$ cat config.mk
export PLATFORM = sky130hd
export DESIGN_NAME = vga_timing_gen
export DESIGN_NICKNAME = d
export VERILOG_FILES = /design/src/rtl/vga_timing_pkg.sv /design/src/rtl/vga_axis_counter.sv /design/src/rtl/vga_timing_gen.sv
export SDC_FILE = /design/constraint.sdc
export NUM_CORES = 1
export LEC_CHECK = 0
export ABC_AREA = 0
export CORE_MARGIN = 2
export CORE_UTILIZATION = 40
export CTS_CLUSTER_DIAMETER = 80
export DETAILED_ROUTE_END_ITERATION = 16
export GPL_ROUTABILITY_DRIVEN = 0
export PLACE_DENSITY = 0.63
export REMOVE_ABC_BUFFERS = 1
export SLEW_MARGIN = 30
export SYNTH_ARGS = -nofsm -noshare
export SYNTH_HDL_FRONTEND = slang
export SYNTH_SLANG_ARGS = --single-unit
$ cat constraint.sdc
create_clock -name vga_clk -period 2.49 [get_ports vga_clk]
set_clock_uncertainty 0.15 [all_clocks]
set_input_delay 0.498 -clock vga_clk [delete_from_list [all_inputs] [get_ports vga_clk]]
set_output_delay 0.498 -clock vga_clk [all_outputs]
set_load 0.01 [all_outputs]
$ cat src/rtl/vga_timing_pkg.sv
// rtl/vga_timing_pkg.sv - shared axis state type, 640x480@60 defaults and total helper
// Purpose: common definitions imported by vga_axis_counter and vga_timing_gen.
// Ports: none (package).
package vga_timing_pkg;

    typedef enum logic [1:0] {
        S_ACTIVE,
        S_FRONT,
        S_SYNC,
        S_BACK
    } axis_state_t;

    localparam int DEF_H_ACTIVE = 640;
    localparam int DEF_H_FP     = 16;
    localparam int DEF_H_SYNC   = 96;
    localparam int DEF_H_BP     = 48;
    localparam int DEF_V_ACTIVE = 480;
    localparam int DEF_V_FP     = 10;
    localparam int DEF_V_SYNC   = 2;
    localparam int DEF_V_BP     = 33;

    // Largest axis length representable by the 10-bit position counters.
    localparam int AXIS_MAX     = 1024;

    function automatic int axis_total(input int a, input int fp, input int s, input int bp);
        return a + fp + s + bp;
    endfunction

endpackage

$ cat src/rtl/vga_axis_counter.sv
// rtl/vga_axis_counter.sv - one scan axis: position counter plus ACTIVE/FRONT/SYNC/BACK FSM
// Purpose: counts 0..TOTAL-1 on each step and tracks which segment the count is in.
// Ports: vga_clk clock; reset_n async active-low reset; step advance enable;
//        count current position; state segment of count; wrap high on the step that
//        takes count from TOTAL-1 back to 0.
module vga_axis_counter
    import vga_timing_pkg::*;
#(
    parameter int ACTIVE = DEF_H_ACTIVE,
    parameter int FP     = DEF_H_FP,
    parameter int SYNC   = DEF_H_SYNC,
    parameter int BP     = DEF_H_BP
) (
    input  logic        vga_clk,
    input  logic        reset_n,
    input  logic        step,
    output logic [9:0]  count,
    output axis_state_t state,
    output logic        wrap
);

    localparam int TOTAL = axis_total(ACTIVE, FP, SYNC, BP);

    // Last count of each segment; the FSM leaves a segment on the step taken from here.
    localparam logic [9:0] END_A = 10'(ACTIVE - 1);
    localparam logic [9:0] END_F = 10'(ACTIVE + FP - 1);
    localparam logic [9:0] END_S = 10'(ACTIVE + FP + SYNC - 1);
    localparam logic [9:0] END_B = 10'(TOTAL - 1);

    assign wrap = step && (count == END_B);

    always_ff @(posedge vga_clk or negedge reset_n) begin
        if (!reset_n) begin
            count <= '0;
            state <= S_ACTIVE;
        end else if (step) begin
            count <= wrap ? 10'd0 : count + 10'd1;
            case (state)
                S_ACTIVE: if (count == END_A) state <= S_FRONT;
                S_FRONT:  if (count == END_F) state <= S_SYNC;
                S_SYNC:   if (count == END_S) state <= S_BACK;
                S_BACK:   if (wrap)           state <= S_ACTIVE;
                default:                      state <= S_ACTIVE;
            endcase
        end
    end

endmodule

$ cat src/rtl/vga_timing_gen.sv
// rtl/vga_timing_gen.sv - VGA scan position, delayed syncs and frame event strobes
// Purpose: drives the scan position for all renderers, with hs/vs delayed to match
//          their registered RGB output.
// Ports: vga_clk pixel clock; reset_n async active-low reset; pix_en advance enable;
//        DrawX/DrawY scan position; blank 1 in the visible region; hs/vs delayed syncs;
//        line_start/frame_start/vblank_start one-cycle strobes; frame_count frames done.
module vga_timing_gen
    import vga_timing_pkg::*;
#(
    parameter int H_ACTIVE   = DEF_H_ACTIVE,
    parameter int H_FP       = DEF_H_FP,
    parameter int H_SYNC     = DEF_H_SYNC,
    parameter int H_BP       = DEF_H_BP,
    parameter int V_ACTIVE   = DEF_V_ACTIVE,
    parameter int V_FP       = DEF_V_FP,
    parameter int V_SYNC     = DEF_V_SYNC,
    parameter int V_BP       = DEF_V_BP,
    parameter bit SYNC_ACT   = 1'b0,
    parameter int SYNC_DELAY = 1
) (
    input  logic        vga_clk,
    input  logic        reset_n,
    input  logic        pix_en,
    output logic [9:0]  DrawX,
    output logic [9:0]  DrawY,
    output logic        blank,
    output logic        hs,
    output logic        vs,
    output logic        line_start,
    output logic        frame_start,
    output logic        vblank_start,
    output logic [15:0] frame_count
);

    localparam int H_TOTAL = axis_total(H_ACTIVE, H_FP, H_SYNC, H_BP);
    localparam int V_TOTAL = axis_total(V_ACTIVE, V_FP, V_SYNC, V_BP);

    generate
        if (H_TOTAL > AXIS_MAX || V_TOTAL > AXIS_MAX) begin : g_bad_size
            $error("vga_timing_gen: axis total exceeds 10-bit counter range");
        end
        if (SYNC_DELAY < 0 || SYNC_DELAY > 3) begin : g_bad_delay
            $error("vga_timing_gen: SYNC_DELAY must be 0..3");
        end
    endgenerate

    axis_state_t w_h_state;
    axis_state_t w_v_state;
    logic        w_h_wrap;
    logic        w_v_wrap;
    logic        w_v_step;
    logic [9:0]  w_x_next;
    logic [9:0]  w_y_next;
    logic        w_hs_raw;
    logic        w_vs_raw;

    assign w_v_step = pix_en & w_h_wrap;

    vga_axis_counter #(
        .ACTIVE (H_ACTIVE),
        .FP     (H_FP),
        .SYNC   (H_SYNC),
        .BP     (H_BP)
    ) u_h_axis (
        .vga_clk (vga_clk),
        .reset_n (reset_n),
        .step    (pix_en),
        .count   (DrawX),
        .state   (w_h_state),
        .wrap    (w_h_wrap)
    );

    vga_axis_counter #(
        .ACTIVE (V_ACTIVE),
        .FP     (V_FP),
        .SYNC   (V_SYNC),
        .BP     (V_BP)
    ) u_v_axis (
        .vga_clk (vga_clk),
        .reset_n (reset_n),
        .step    (w_v_step),
        .count   (DrawY),
        .state   (w_v_state),
        .wrap    (w_v_wrap)
    );

    // Position the counters will hold after this edge; decoding from it keeps the
    // registered flags aligned with the DrawX/DrawY pair they are shown with.
    assign w_x_next = w_h_wrap ? 10'd0 : DrawX + 10'd1;
    assign w_y_next = w_v_wrap ? 10'd0 : (w_h_wrap ? DrawY + 10'd1 : DrawY);

    always_ff @(posedge vga_clk or negedge reset_n) begin
        if (!reset_n) begin
            blank        <= 1'b0;
            line_start   <= 1'b0;
            frame_start  <= 1'b0;
            vblank_start <= 1'b0;
            frame_count  <= '0;
        end else if (pix_en) begin
            blank        <= (w_x_next < 10'(H_ACTIVE)) && (w_y_next < 10'(V_ACTIVE));
            line_start   <= (w_x_next == 10'd0);
            frame_start  <= (w_x_next == 10'd0) && (w_y_next == 10'd0);
            vblank_start <= (w_x_next == 10'd0) && (w_y_next == 10'(V_ACTIVE));
            if (w_v_wrap) begin
                frame_count <= frame_count + 16'd1;
            end
        end else begin
            // Stalled cycles never re-announce an event; blank keeps its value.
            line_start   <= 1'b0;
            frame_start  <= 1'b0;
            vblank_start <= 1'b0;
        end
    end

    assign w_hs_raw = (w_h_state == S_SYNC) ? SYNC_ACT : ~SYNC_ACT;
    assign w_vs_raw = (w_v_state == S_SYNC) ? SYNC_ACT : ~SYNC_ACT;

    generate
        if (SYNC_DELAY == 0) begin : g_sync_direct
            assign hs = w_hs_raw;
            assign vs = w_vs_raw;
        end else begin : g_sync_pipe
            logic [SYNC_DELAY-1:0] r_hs_sr;
            logic [SYNC_DELAY-1:0] r_vs_sr;

            always_ff @(posedge vga_clk or negedge reset_n) begin
                if (!reset_n) begin
                    r_hs_sr <= {SYNC_DELAY{~SYNC_ACT}};
                    r_vs_sr <= {SYNC_DELAY{~SYNC_ACT}};
                end else if (pix_en) begin
                    r_hs_sr <= (r_hs_sr << 1) | SYNC_DELAY'(w_hs_raw);
                    r_vs_sr <= (r_vs_sr << 1) | SYNC_DELAY'(w_vs_raw);
                end
            end

            assign hs = r_hs_sr[SYNC_DELAY-1];
            assign vs = r_vs_sr[SYNC_DELAY-1];
        end
    endgenerate

endmodule

==> flow_summary.yaml, run 1 <==
run_status:
  status: "completed"
floorplan:
  core_sq_um: 6350
  die_h_um: 85.2
  fp.dieW_um: 85.2
  initial_core_util_pct: 41.6
  io_pins: 45
  die_area_sq_um: 7260
  num_rows: 29
logic_synthesis:
  syn-cell-area_sq_um: 2640
  synthCells: 271
  synth-seq-cells: 46
  synthFlopType: "dfrtp_1"
  yosysWarnings: 0
  ys_seq_area_share_pct: 43.7
  async_flop_share_pct: 100
  synth_area_leader_cell: "dfrtp_1"
  yosys.area.top_type_share_pct: 41.7
  synth_edf_count: 0
  synth_area_leaders: "dfrtp_1 (42%), xnor2_1 (7.0%), ha_1 (6.2%)"
  yosysUniqueCellTypes: 53
  syn_area_per_cell_sq_um: 9.74
clock_network:
  post_cts_resized: 0
  cts_tree: "built"
  cts_inserted_buffers: 5
  clk_pin_slew_ps: 100
  clock_tree.buffer_depth: 2
  holdBufCountCts: 0
  htree_levels: 2
  clk_latency_ps: 310
  cts_root_buf: "clkbuf_8"
  cts_setup_buffers: 0
  cts_sinks: 46
global_route:
  antenna_found_initial: 0
  grtUsageTotal_pct: 16.9
  grt_pass1_wl_um: 9840
  grtUsageMet3_pct: 3.40
  grtUsageMet1_pct: 24.4
  grt_pass1_vias: 2010
  grt_max_degree: 47
  grt_overflow: 0
  top_usage_layer: "met2"
  grtUsageMet2_pct: 25.9
sta:
  worst_slew_pin_slew_ps: 598
  max_slew_margin_pct: 60.2
  finalHoldViolCount: 0
  fmax_ghz: 0.432
  setup_viol_count_final: 0
  post-route-period-util_pct: 93.0
  fin_setup_tns_ps: 0
  rsz0062_at_grt: "no"
  period_minus_slack_ps: 2320
  maxSlewViolCount: 0
power:
  leakagePower_nw: 1.53
  ir_drop_mv: 0.308
  powerDensity_nw_per_um2: 536
routing:
  drt_wl_total_um: 5950
  detailroute.via_count: 2182
  vias_per_cell: 5.27
  detail_route.wl_per_cell_um: 14.4
  drt_iter0_drc: 29
  ant_nets: 0
  drc: 0
  dr.pass1.iters: 4
run:
  drv_cap: 0
worst_setup_path:
  critPathLaunch: "u_h_axis.count[1]"
  arrival_ps: 2360
  crit_path_max_fanout: 6
  r2r-start: "u_h_axis.count[1]"
  required_ps: 2540
  setup.worst_path.class: "flop to flop"
  crit_path_end_kind: "flop"
  start_kind: "flop"
layout:
  area_growth_pct: 29.4
  post-route-util_pct: 53.8
  drive_gt1_share_pct: 15.7
  final_common_cell: "dfrtp_1"
  final_nets: 352
  insertedDiodeCount: 0
  layout_common_cells: "dfrtp_1 (44), clkdlybuf4s50_1 (43), buf_4 (30)"
placed_design:
  dp_hpwl_um: 4310
  portBuffers: 44
hold_path:
  hold_path_class: "input port to asynchronous set/reset pin"
[power breakdown]
part | leakage [nW] | total [mW] | internal, mW | switching [mW]
logic | 0.890 | 0.515 | 0.261 | 0.254
registers | 0.597 | 0.839 | 0.801 | 0.0386
clock network | 0.0441 | 0.476 | 0.198 | 0.279
[critical path, stage by stage, from the launching register on]
cell,delay (ps)
dfrtp_1,360
ha_2,230
nand3_1,170
nor3b_2,240
nand3b_1,100
a211o_1,320
a221oi_2,270
mux2_1,360
[area by class of cell]
cell class	count	area (sq um)
multi-input cells	200	1380
flip-flops and latches	46	1150
inverters	9	33.8
clock inverters	3	21.3
clock buffers	5	68.8
repair buffers	74	661
fillers	572	2930
well taps	77	96.3
[path summary, 6_finish.rpt]
check	to	slack (ps)	cells past startpoint
min in group vga_clk	frame_count[15]	330	1
setup / recovery	u_h_axis.state[1]	170	7
hold / removal	frame_count[12]	110	2
max in group asynchronous	u_v_axis.state[0]	1660	2
hold reg to reg	frame_count[15]	330	1
setup reg to reg	u_h_axis.state[1]	170	7
[flip-flops by register name (all words and copies together) (netlist names)]
signal,flops
u_v_axis.count,10
frame_count,16
u_h_axis.state,2
blank,1
u_v_axis.state,2
vs,1
u_h_axis.count,10
hs,1
line_start,1
vblank_start,1
frame_start,1
[cell usage after synthesis (3+ instances only)]
library cell,count
clkbuf_1,9
a31oi_1,3
nand2_1,27
inv_1,9
buf_2,5
and3_1,12
a21oi_1,6
nor2_1,16
xnor2_1,21
mux2_1,3
nor3_1,6
nand4_1,13
ha_1,13
dfrtp_1,44
xor2_1,10
nand3_1,17
o21ai_1,3
o22ai_1,3
o21ai_0,7
[cells by family (layout without fill, tap and decap cells)]
kind of cell,after synthesis,in the layout,share of synthesized area [%]
xor gates and xnor gates,31,31,10.3
muxes,6,6,2.47
buffers and inverters,25,91,4.22
and+or+nand+nor,114,114,23.8
DFF,46,46,43.7
AOI/OAI and AO/OA,36,36,9.39
adders and majority gates,13,13,6.16
[metrics by stage]
| step | power, mW | hold slack [ps] | setup WS [ps] | instances | area (sq um) |
|---|---|---|---|---|---|
| 2_1_floorplan | 1.11 | 52.4 | 12.7 | 255 | 2560 |
| 3_3_place_gp | 1.36 | 312 | -106 | 406 | 3320 |
| 3_5_place_dp | 1.36 | 320 | -149 | 406 | 3320 |
| 4_1_cts | 1.85 | 139 | 70.0 | 414 | 3410 |
| 5_1_grt | 1.93 | 176 | 29.1 | 414 | 3420 |
| 6_report | 1.83 | 113 | 173 | 414 | 3420 |
[routing by layer]
layer | routed length, um | share of wire [%] | vias to the layer above
met2 | 2700 | 45 | 54
met3 | 260 | 4.4 | 6
met1 | 2920 | 49 | 1043
li1 | - | - | 1079
met4 | 65 | 1.1 | 0
met5 | 0 | 0 | -
Power figures use the tool's default switching activity.
==> inputs of run 2 (changes only) <==
--- a/config.mk
+++ b/config.mk
@@ -13,6 +13,7 @@
 export GPL_ROUTABILITY_DRIVEN = 0
 export PLACE_DENSITY = 0.63
 export REMOVE_ABC_BUFFERS = 1
+export SKIP_LAST_GASP = 1
 export SLEW_MARGIN = 30
 export SYNTH_ARGS = -nofsm -noshare
 export SYNTH_HDL_FRONTEND = slang
==> results of run 2 <==
Final layout, timing and power as in run 1 (identical DEF).
==> inputs of run 3 (changes only) <==
--- a/config.mk
+++ b/config.mk
@@ -12,7 +12,6 @@
 export DETAILED_ROUTE_END_ITERATION = 16
 export GPL_ROUTABILITY_DRIVEN = 0
 export PLACE_DENSITY = 0.63
-export REMOVE_ABC_BUFFERS = 1
 export SKIP_LAST_GASP = 1
 export SLEW_MARGIN = 30
 export SYNTH_ARGS = -nofsm -noshare
==> constraint.sdc (replaced) <==
create_clock -name vga_clk -period 2.7 [get_ports vga_clk]
set_clock_uncertainty 0.15 [all_clocks]
set_input_delay 0.54 -clock vga_clk [delete_from_list [all_inputs] [get_ports vga_clk]]
set_output_delay 0.54 -clock vga_clk [all_outputs]
set_load 0.01 [all_outputs]
==> run 3 against run 2 <==
  * Maximum frequency decreased by 6.1%
  * Sequential power fell by 2.6%
  * Global-route usage increased by 0.061 points
  * Die area did not move
  * Worst hold slack gained 50 ps
  * Clock power increased by 11%
  * Setup slack better by 60 ps
  * Cell count fell by 4.3%
  * Combinational power shrank 25%
  * Non-clock buffer count is 17 lower
  * Total power down 5.5%
  * First-iteration DRC count rose to 4.7 times the previous value
==> flow_summary.yaml, run 3 (synthesis gave the netlist of run 1 again) <==
clock_network:
  cts_root_buf: "clkbuf_8"
  holdBufCountCts: 0
  cts_inserted_buffers: 5
  cts_sinks: 46
  clk_latency_ps: 300
  cts_tree: "built"
  htree_levels: 2
  clock_tree.buffer_depth: 2
  cts_setup_buffers: 0
  clk_pin_slew_ps: 90
  post_cts_resized: 0
sta:
  fmax_ghz: 0.405
  setup_viol_count_final: 0
  rsz0062_at_grt: "no"
  fin_ws_ps: 233
  maxSlewViolCount: 0
  hold_slack_ps: 163
  worst_slew_pin_slew_ps: 574
  post-route-period-util_pct: 91.4
  finalHoldViolCount: 0
  fin_setup_tns_ps: 0
  period_minus_slack_ps: 2470
  max_slew_margin_pct: 61.7
worst_setup_path:
  crit_path_end_kind: "flop"
  arrival_ps: 2510
  r2r_cells: 7
  cp_top_family: "compound AO/OA/AOI/OAI gates"
  r2r_slack_ps: 230
  rr_endpoint: "u_h_axis.state[1]"
  start_kind: "flop"
  critical_path_buf_inv_count: 0
  slowest_delay_ps: 430
  crit_path_max_fanout: 6
  setup.worst_path.class: "flop to flop"
  required_ps: 2750
  critPathSlowestCell: "dfrtp_1"
  cp.depth: 7
  worstPathCellList: "ha_1 -> nand3_1 -> nor3b_1 -> nand3b_1 -> a211o_1 -> a221oi_2 -> mux2_1"
  r2r-start: "u_h_axis.count[1]"
layout:
  post-route-util_pct: 52.0
  largest_register_ff_count: 16
  seq_area_sq_um: 1150
  final_nets: 335
  fillers: 585
  insertedDiodeCount: 0
  top_register: "frame_count"
  fin_cells: 396
  drive_gt1_share_pct: 10.3
  multi_input_area_sq_um: 1370
  layout_common_cells: "dfrtp_1 (44), clkdlybuf4s50_1 (43), nand2_1 (27)"
  area_growth_pct: 25.2
  reg_top3: "frame_count x16, u_h_axis.count x10, u_v_axis.count x10"
  fin_area_sq_um: 3300
  final_common_cell: "dfrtp_1"
power:
  intPower_mw: 1.23
  clkPwrFrac_pct: 30.5
  power.total_mw: 1.73
  leakagePower_nw: 1.46
  powerDensity_nw_per_um2: 524
  combPwrFrac_pct: 22.3
  p_sw_share_pct: 28.7
  power_frac_seq_pct: 47.2
  power_switching_mw: 0.497
  ir_drop_mv: 0.292
global_route:
  grt_max_degree: 47
  antenna_found_initial: 0
  grt_pass1_wl_um: 9890
  grtUsageTotal_pct: 16.9
  grt_overflow: 0
  grt_pass1_vias: 2028
floorplan:
  io_pins: 45
  num_rows: 29
  die_area_sq_um: 7260
  initial_core_util_pct: 41.6
  die_h_um: 85.2
  fp.dieW_um: 85.2
  core_sq_um: 6350
placed_design:
  pre_cts_slack_ps: 22.5
  portBuffers: 44
  placed_area_sq_um: 3190
  place_inst: 389
  dp_hpwl_um: 4190
run_status:
  status: "completed"
routing:
  dr.pass1.iters: 5
  detailroute.via_count: 2176
  drt_wl_total_um: 5820
  drt_iter0_drc: 137
  vias_per_cell: 5.49
  drc: 0
  detail_route.wl_per_cell_um: 14.7
  ant_nets: 0
logic_synthesis:
  syn_nets: 287
hold_path:
  hold_path_class: "input port to asynchronous set/reset pin"
run:
  drv_cap: 0
-- run 3: cell count changes in the layout (fill, tap and decap cells not counted), sizes merged --
cell / change
clkbuf: +1
bufinv: +1
clkinv: -2
clkinvlp: -1
buf: -17
-- run 3: worst max-delay path by stage --
stage,endpoint,start
global placement,u_h_axis.state[1],pix_en
detailed placement,frame_start,pix_en
global route,u_h_axis.state[1],u_h_axis.count[1]
CTS,u_h_axis.state[1],u_h_axis.count[1]
floorplan,frame_start,u_h_axis.count[0]
finish,u_h_axis.state[1],u_h_axis.count[1]
-- run 3: metal layers --
metal	part of all wire, %	GRT usage (%)	vias to the layer above
met5	0	0	-
met4	1.7	5.19	0
met3	4.4	3.50	9
met2	45	26.8	50
met1	49	23.5	1066
li1	-	-	1051
-- run 3: area by class of cell --
type                    count  area share (%)
multi-input cells         200            41.6
flip-flops and latches     46            34.9
repair buffers             57            16.1
well taps                  77            2.92
clock buffers               6            2.50
inverters                   9            1.02
clock inverters             1           0.909
-- run 3: power by group through the flow --
stage / clock network (mW) / logic [mW] / registers (mW)
floorplan: 0 / 0.217 / 0.821
global placement: 0 / 0.386 / 0.829
detailed placement: 0 / 0.392 / 0.829
CTS: 0.542 / 0.393 / 0.817
global route: 0.576 / 0.422 / 0.826
finish: 0.528 / 0.386 / 0.817
-- run 3: worst reg2reg max path, stage by stage, from the launching register on --
cell      delay (ps)
dfrtp_1          430
ha_1             280
nand3_1          170
nor3b_1          290
nand3b_1         110
a211o_1          320
a221oi_2         270
mux2_1           340
